[src/rtl/instruction_fetch_unit_if.sv]
// ----------------------------------------------------------------------------
// instruction_fetch_unit_if
//
// Purpose: bundles the bus signals around the fetch unit. That means the
// instruction-memory read port, the redirect request from branch/jump
// resolution, and the valid/ready output channel toward decode.
//
// Modports:
//   master - fetch unit side. Drives imem_addr and the out_* channel.
//            Receives imem_instr, the redirect request and out_ready.
//   slave  - environment side (memory, branch resolution, decode).
//
// Signals:
//   imem_addr      address to instruction memory (combinational from pc)
//   imem_instr     instruction returned in the same cycle as imem_addr
//   redirect_valid one-cycle pulse requesting a PC reload and output flush
//   redirect_addr  redirect target
//   out_valid      out_instr/out_pc hold a valid instruction
//   out_ready      decode accepts when out_valid && out_ready
//   out_instr      registered instruction
//   out_pc         address out_instr was fetched from
// ----------------------------------------------------------------------------
interface instruction_fetch_unit_if #(
  parameter int DATA_WIDTH = 32,
  parameter int ADDR_WIDTH = 8
);
  logic [ADDR_WIDTH-1:0] imem_addr;
  logic [DATA_WIDTH-1:0] imem_instr;
  logic                  redirect_valid;
  logic [ADDR_WIDTH-1:0] redirect_addr;
  logic                  out_valid;
  logic                  out_ready;
  logic [DATA_WIDTH-1:0] out_instr;
  logic [ADDR_WIDTH-1:0] out_pc;

  modport master (
    output imem_addr,
    input  imem_instr,
    input  redirect_valid,
    input  redirect_addr,
    output out_valid,
    input  out_ready,
    output out_instr,
    output out_pc
  );

  modport slave (
    input  imem_addr,
    output imem_instr,
    output redirect_valid,
    output redirect_addr,
    input  out_valid,
    output out_ready,
    input  out_instr,
    input  out_pc
  );
endinterface

[src/rtl/instruction_fetch_unit.sv]
// ----------------------------------------------------------------------------
// instruction_fetch_unit
//
// Purpose: reader side of the instruction memory. The unit owns the program
// counter and drives it combinationally as the memory address. It captures
// the returned instruction into a single output register, which decode
// drains through a valid/ready handshake. Redirects from branch/jump
// resolution reload the PC and flush the output register. Fetching stops
// after an instruction with opcode HALT_OPCODE is captured.
//
// Instruction fields: opcode[31:27] rd[26:22] rs1[21:17] rs2[16:12] imm[11:0]
//
// Ports:
//   clk          rising-edge clock
//   rst_n        asynchronous active-low reset
//   start        leave IDLE and begin fetching at the current PC
//   bus          instruction_fetch_unit_if.master (imem, redirect, output channel)
//   halted       high while in HALT state
//   fetch_count  instructions loaded into the output register since reset (wraps)
//
// Optional feature macro: FETCH_JUMP_PREDECODE_EN
//   Defined   -> a captured JUMP (opcode 5'b10010) steers the next PC to
//                imm[ADDR_WIDTH-1:0] instead of pc+1.
//   Undefined -> JUMP is fetched like any other instruction.
// ----------------------------------------------------------------------------
module instruction_fetch_unit #(
  parameter int              DATA_WIDTH  = 32,
  parameter int              ADDR_WIDTH  = 8,
  parameter logic [ADDR_WIDTH-1:0] RESET_PC = '0,
  parameter logic [4:0]      HALT_OPCODE = 5'b11111
) (
  input  logic                        clk,
  input  logic                        rst_n,
  input  logic                        start,
  instruction_fetch_unit_if.master    bus,
  output logic                        halted,
  output logic [15:0]                 fetch_count
);

  typedef enum logic [1:0] {
    IDLE = 2'd0,
    RUN  = 2'd1,
    HALT = 2'd2
  } state_t;

`ifdef FETCH_JUMP_PREDECODE_EN
  localparam logic [4:0] JUMP_OPCODE = 5'b10010;
`endif

  state_t                state_reg, state_next;
  logic [ADDR_WIDTH-1:0] pc_reg, pc_next;
  logic                  out_valid_reg, out_valid_next;
  logic [DATA_WIDTH-1:0] out_instr_reg, out_instr_next;
  logic [ADDR_WIDTH-1:0] out_pc_reg, out_pc_next;
  logic [15:0]           fetch_count_reg, fetch_count_next;

  logic                  load;
  logic [4:0]            fetched_opcode;

  assign fetched_opcode = bus.imem_instr[DATA_WIDTH-1 -: 5];

  // The output register is free when it is empty or is being drained this cycle.
  assign load = (state_reg == RUN) && (!out_valid_reg || bus.out_ready);

  // State register
  always_ff @(posedge clk or negedge rst_n) begin
    if (!rst_n) begin
      state_reg       <= IDLE;
      pc_reg          <= RESET_PC;
      out_valid_reg   <= 1'b0;
      out_instr_reg   <= '0;
      out_pc_reg      <= '0;
      fetch_count_reg <= '0;
    end else begin
      state_reg       <= state_next;
      pc_reg          <= pc_next;
      out_valid_reg   <= out_valid_next;
      out_instr_reg   <= out_instr_next;
      out_pc_reg      <= out_pc_next;
      fetch_count_reg <= fetch_count_next;
    end
  end

  // Next-state logic
  always_comb begin
    state_next       = state_reg;
    pc_next          = pc_reg;
    out_valid_next   = out_valid_reg;
    out_instr_next   = out_instr_reg;
    out_pc_next      = out_pc_reg;
    fetch_count_next = fetch_count_reg;

    unique case (state_reg)
      IDLE: begin
        // Redirects are ignored here. Only start leaves IDLE, and no fetch
        // happens in this cycle.
        if (start) begin
          state_next = RUN;
        end
      end

      RUN, HALT: begin
        if (bus.redirect_valid) begin
          // A redirect outranks everything else. Any held instruction is
          // dropped, even if decode is handshaking it in this same cycle.
          pc_next        = bus.redirect_addr;
          out_valid_next = 1'b0;
          state_next     = RUN;
        end else if (load) begin
          out_instr_next   = bus.imem_instr;
          out_pc_next      = pc_reg;
          out_valid_next   = 1'b1;
          fetch_count_next = fetch_count_reg + 16'd1;
          pc_next          = pc_reg + 1'b1;
`ifdef FETCH_JUMP_PREDECODE_EN
          if (fetched_opcode == JUMP_OPCODE) begin
            pc_next = bus.imem_instr[ADDR_WIDTH-1:0];
          end
`endif
          // HALT is still emitted, and the PC still advances past it.
          if (fetched_opcode == HALT_OPCODE) begin
            state_next = HALT;
          end
        end else if (out_valid_reg && bus.out_ready) begin
          // Decode accepted the output, but no new fetch replaces it
          // (only reachable in HALT).
          out_valid_next = 1'b0;
        end
      end

      default: begin
        state_next = IDLE;
      end
    endcase
  end

  assign bus.imem_addr = pc_reg;
  assign bus.out_valid = out_valid_reg;
  assign bus.out_instr = out_instr_reg;
  assign bus.out_pc    = out_pc_reg;
  assign halted        = (state_reg == HALT);
  assign fetch_count   = fetch_count_reg;

endmodule

[src/flat_wrapper.sv]
// flat-port wrapper written by rule: the top's interface ports become plain ports
module instruction_fetch_unit_flat 
#(
  parameter int              DATA_WIDTH  = 32,
  parameter int              ADDR_WIDTH  = 8,
  parameter logic [ADDR_WIDTH-1:0] RESET_PC = '0,
  parameter logic [4:0]      HALT_OPCODE = 5'b11111
)
  (clk, rst_n, start, halted, fetch_count, bus_imem_addr, bus_imem_instr, bus_redirect_valid, bus_redirect_addr, bus_out_valid, bus_out_ready, bus_out_instr, bus_out_pc);
  instruction_fetch_unit_if #(.DATA_WIDTH(DATA_WIDTH), .ADDR_WIDTH(ADDR_WIDTH)) bus_i ();
  input  logic clk;
  input  logic rst_n;
  input  logic start;
  output logic halted;
  output logic [15:0] fetch_count;
  output wire logic [$bits(bus_i.imem_addr)-1:0] bus_imem_addr;
  input wire logic [$bits(bus_i.imem_instr)-1:0] bus_imem_instr;
  input wire logic [$bits(bus_i.redirect_valid)-1:0] bus_redirect_valid;
  input wire logic [$bits(bus_i.redirect_addr)-1:0] bus_redirect_addr;
  output wire logic [$bits(bus_i.out_valid)-1:0] bus_out_valid;
  input wire logic [$bits(bus_i.out_ready)-1:0] bus_out_ready;
  output wire logic [$bits(bus_i.out_instr)-1:0] bus_out_instr;
  output wire logic [$bits(bus_i.out_pc)-1:0] bus_out_pc;
  assign bus_imem_addr = bus_i.imem_addr;
  assign bus_i.imem_instr = bus_imem_instr;
  assign bus_i.redirect_valid = bus_redirect_valid;
  assign bus_i.redirect_addr = bus_redirect_addr;
  assign bus_out_valid = bus_i.out_valid;
  assign bus_i.out_ready = bus_out_ready;
  assign bus_out_instr = bus_i.out_instr;
  assign bus_out_pc = bus_i.out_pc;
  instruction_fetch_unit #(.DATA_WIDTH(DATA_WIDTH), .ADDR_WIDTH(ADDR_WIDTH), .RESET_PC(RESET_PC), .HALT_OPCODE(HALT_OPCODE)) u_core (.clk(clk), .rst_n(rst_n), .start(start), .bus(bus_i), .halted(halted), .fetch_count(fetch_count));
endmodule
[config.mk]
export PLATFORM = sky130hd
export DESIGN_NAME = instruction_fetch_unit_flat
export DESIGN_NICKNAME = d
export VERILOG_FILES = /design/src/rtl/instruction_fetch_unit_if.sv /design/src/rtl/instruction_fetch_unit.sv /design/src/flat_wrapper.sv
export SDC_FILE = /design/constraint.sdc
export NUM_CORES = 1
export LEC_CHECK = 0
export ABC_AREA = 1
export BUFFER_PORTS_ARGS = -buffer_cell sky130_fd_sc_hd__buf_2
export CAP_MARGIN = 20
export CORE_MARGIN = 1.5
export CORE_UTILIZATION = 50
export DETAILED_ROUTE_END_ITERATION = 6
export GPL_ROUTABILITY_DRIVEN = 0
export PLACE_DENSITY = 0.8
export SKIP_CTS_REPAIR_TIMING = 1
export SLEW_MARGIN = 25
export SYNTH_ARGS = -nofsm -noshare
export SYNTH_HDL_FRONTEND = slang
export SYNTH_SLANG_ARGS = --single-unit
[constraint.sdc]
create_clock -name clk -period 2.1 [get_ports clk]
set_input_delay 0.105 -clock clk [delete_from_list [all_inputs] [get_ports clk]]
set_output_delay 0.105 -clock clk [all_outputs]
set_load 0.02 [all_outputs]
==> results.sh <==
export IMPL_drive_above_1_share_pct=26.58
export IMPL_ys_seq_area_share_pct=53.92
export IMPL_max_stage_delay_ns=0.40
export IMPL_fin_crit_ns=1.831
export IMPL_avgRoutedWirePerCell_um=12.63
export IMPL_maxCapViolations=0
export IMPL_cts_sinks=67
export IMPL_core_sq_mm=0.005956
export IMPL_synth_main_ff_cell="dfrtp_1"
export IMPL_die_w_um=81.86
export IMPL_num_rows=28
export IMPL_synth_edff_count=0
export IMPL_setup_viol=0
export IMPL_root_buffer="clkbuf_8"
export IMPL_slew_viol_final=0
export IMPL_cp_max_fo=52
export IMPL_setup_tns_ns=0
export IMPL_violations="hold timing"
export IMPL_finalInstanceArea_sq_mm=0.004187
export IMPL_vias=2920
export IMPL_insertion_delay_ns=0.32
export IMPL_numCtsBuffers=9
export IMPL_skew_ns=0.003902
export IMPL_ir_drop_uv=801.2
export IMPL_fmax_ghz=0.5461
export IMPL_drtPass1Iterations=4
export IMPL_outcome="finished with violations"
export IMPL_final_cell_mix="nand2_1 (180), buf_2 (110), dfrtp_1 (67)"
export IMPL_met3_usage_pct=4.778
export IMPL_grt_overflow_total=0
export IMPL_routed_wl_mm=7.553
export IMPL_drc=0
export IMPL_grt_util_met1_pct=27.35
export IMPL_cpLargestDelayFamily="simple AND/OR/NAND/NOR gates"
export IMPL_ys_warn_count=0
export IMPL_p_leak_nw=2.370
export IMPL_rsz0062_at_grt="false"
export IMPL_crit_path_start_kind="flop"
export IMPL_hpwl_mm=5.349
export IMPL_critPathCaptureType="flop"
export IMPL_relSlewSlack_pct=59.40
export IMPL_place_area_sq_mm=0.003729
export IMPL_grt_max_degree=53
export IMPL_ios=111
export IMPL_setup_ws_ns=0.2687
export IMPL_tritoncts="built"
export IMPL_cp_required_ns=2.35
export IMPL_start_util_pct=52.21
export IMPL_hold_viol=3
export IMPL_netlist_instances=378
export IMPL_ant_nets=0
export IMPL_slowest_stage="dfrtp_1"
export IMPL_path_clk_slew_ns=0.07
export IMPL_final_common_cell="nand2_1"
export IMPL_viasPerCell=4.883
export IMPL_antenna_found_initial=0
export IMPL_synth_area_sq_mm=0.003109
export IMPL_place_port_buffers=110
export IMPL_tightest_slew_ns=0.6090
export IMPL_syn_num_nets=429
export IMPL_htree_levels=3
export IMPL_area_growth_pct=34.65
export IMPL_die_height_um=81.86
export IMPL_ys_ff_latch=67
export IMPL_synth_cell_type_count=26
export IMPL_grt_pass1_vias=2540
export IMPL_use_met2_pct=35.98
export IMPL_power_density_mw_per_mm2=1329
export IMPL_clockBufferDepth=2
export IMPL_grtUsageTotal_pct=21.81
export IMPL_whs_ns=-0.01459
export IMPL_antenna_cells=0
export IMPL_drt_iter0_drc=216
export IMPL_critPathKind="flop to flop"
export IMPL_top_usage_layer="met2"
export IMPL_synth_area_per_cell_sq_um=8.225
export IMPL_pre_cts_ws_ns=0.2858
export IMPL_cp_arrival_ns=2.08
export IMPL_hold_path_class="input port to flop"
export IMPL_largest_register_ffs=32
export IMPL_fin_crit_sh_pct=87.20
export IMPL_nNetsFinal=569
export IMPL_path_cells="inv_1 > ha_1 > nand2_2 > nor2_8 > inv_2 > buf_12 > nor2_2 > xor2_1"
export IMPL_fp_dieArea_sq_mm=0.006700
export IMPL_synthArstFlopShare_pct=100.0
export IMPL_grt_pass1_wl_mm=11.03
export IMPL_cp_num_buf_inv=3
worst paths after layout:
path                                                 end  cells past startpoint               startpoint  slack (ns)
max in group asynchronous        u_core.bus.imem_addr[5]                      3                    rst_n        1.07
worst max register to register     u_core.fetch_count[4]                      8      u_core.state_reg[0]        0.27
worst min-delay path            u_core.bus.out_instr[13]                      3       bus_imem_instr[13]       -0.01
min in group asynchronous       u_core.bus.out_instr[19]                      2                    rst_n        0.32
worst max-delay path               u_core.fetch_count[4]                      8      u_core.state_reg[0]        0.27
worst min register to register   u_core.bus.out_instr[7]                      2  u_core.bus.out_instr[7]        0.47
stage by stage:
stage | std cells | utilization, % | hold WS [ns] | total power, mW
final | 598 | 70.29 | -0.01459 | 5.566
after global routing | 598 | 70.29 | 0.001039 | 5.949
after CTS | 574 | 66.26 | -0.2145 | 5.562
after detailed placement | 558 | 62.61 | 0.1460 | 4.391
after global placement | 558 | 62.61 | 0.1388 | 4.314
after floorplan | 378 | - | -0.1906 | 3.595
worst min-delay path, cell delays in order:
cell and delay [ns]:
buf_2 0.08, nand2_1 0.04, nand2_1 0.05
cells by family (layout without fill, tap and decap cells):
| kind of cell | count (synthesis) | count (layout) | share of synthesized area, % |
|---|---|---|---|
| adder cells (fa/ha/maj) | 6 | 6 | 2.414 |
| AND/OR/NAND/NOR | 227 | 227 | 29.94 |
| buffers and inverters | 39 | 184 | 5.916 |
| flip-flops | 67 | 67 | 53.92 |
| XOR/XNOR | 10 | 10 | 2.817 |
| AO/OA/AOI/OAI | 29 | 29 | 4.990 |
cell type report:
type	count	area, sq um
multi-input combinational	272	1249
clock inverter	6	90.09
timing repair buffer	139	840.8
fill	479	1769
sequential	67	1677
clock buffer	10	127.6
inverter	29	108.9
tap	75	93.84
cells in the mapped netlist (all sizes together), types with 4 or more instances:
| cell | instances | area share, % |
|---|---|---|
| a21oi | 5 | 0.80 |
| buf | 10 | 2.4 |
| dfrtp | 67 | 54 |
| ha | 6 | 2.4 |
| inv | 29 | 3.5 |
| nand2 | 182 | 22 |
| nand3 | 16 | 2.6 |
| nand4 | 5 | 1.0 |
| nor2 | 18 | 3.0 |
| o21ai | 20 | 3.2 |
| xnor2 | 4 | 1.1 |
| xor2 | 6 | 1.7 |
layer usage:
metal / part of all wire [%] / vias up
met5: 0 / -
met4: 1.2 / 0
met3: 7.0 / 13
met2: 49 / 115
met1: 43 / 1341
li1: - / 1451
power breakdown:
group / switching, mW / internal (mW) / total (mW)
Combinational: 1.52 / 0.770 / 2.29
Sequential: 0.357 / 1.77 / 2.13
Clock: 0.482 / 0.671 / 1.15
Power figures use the tool's default switching activity.
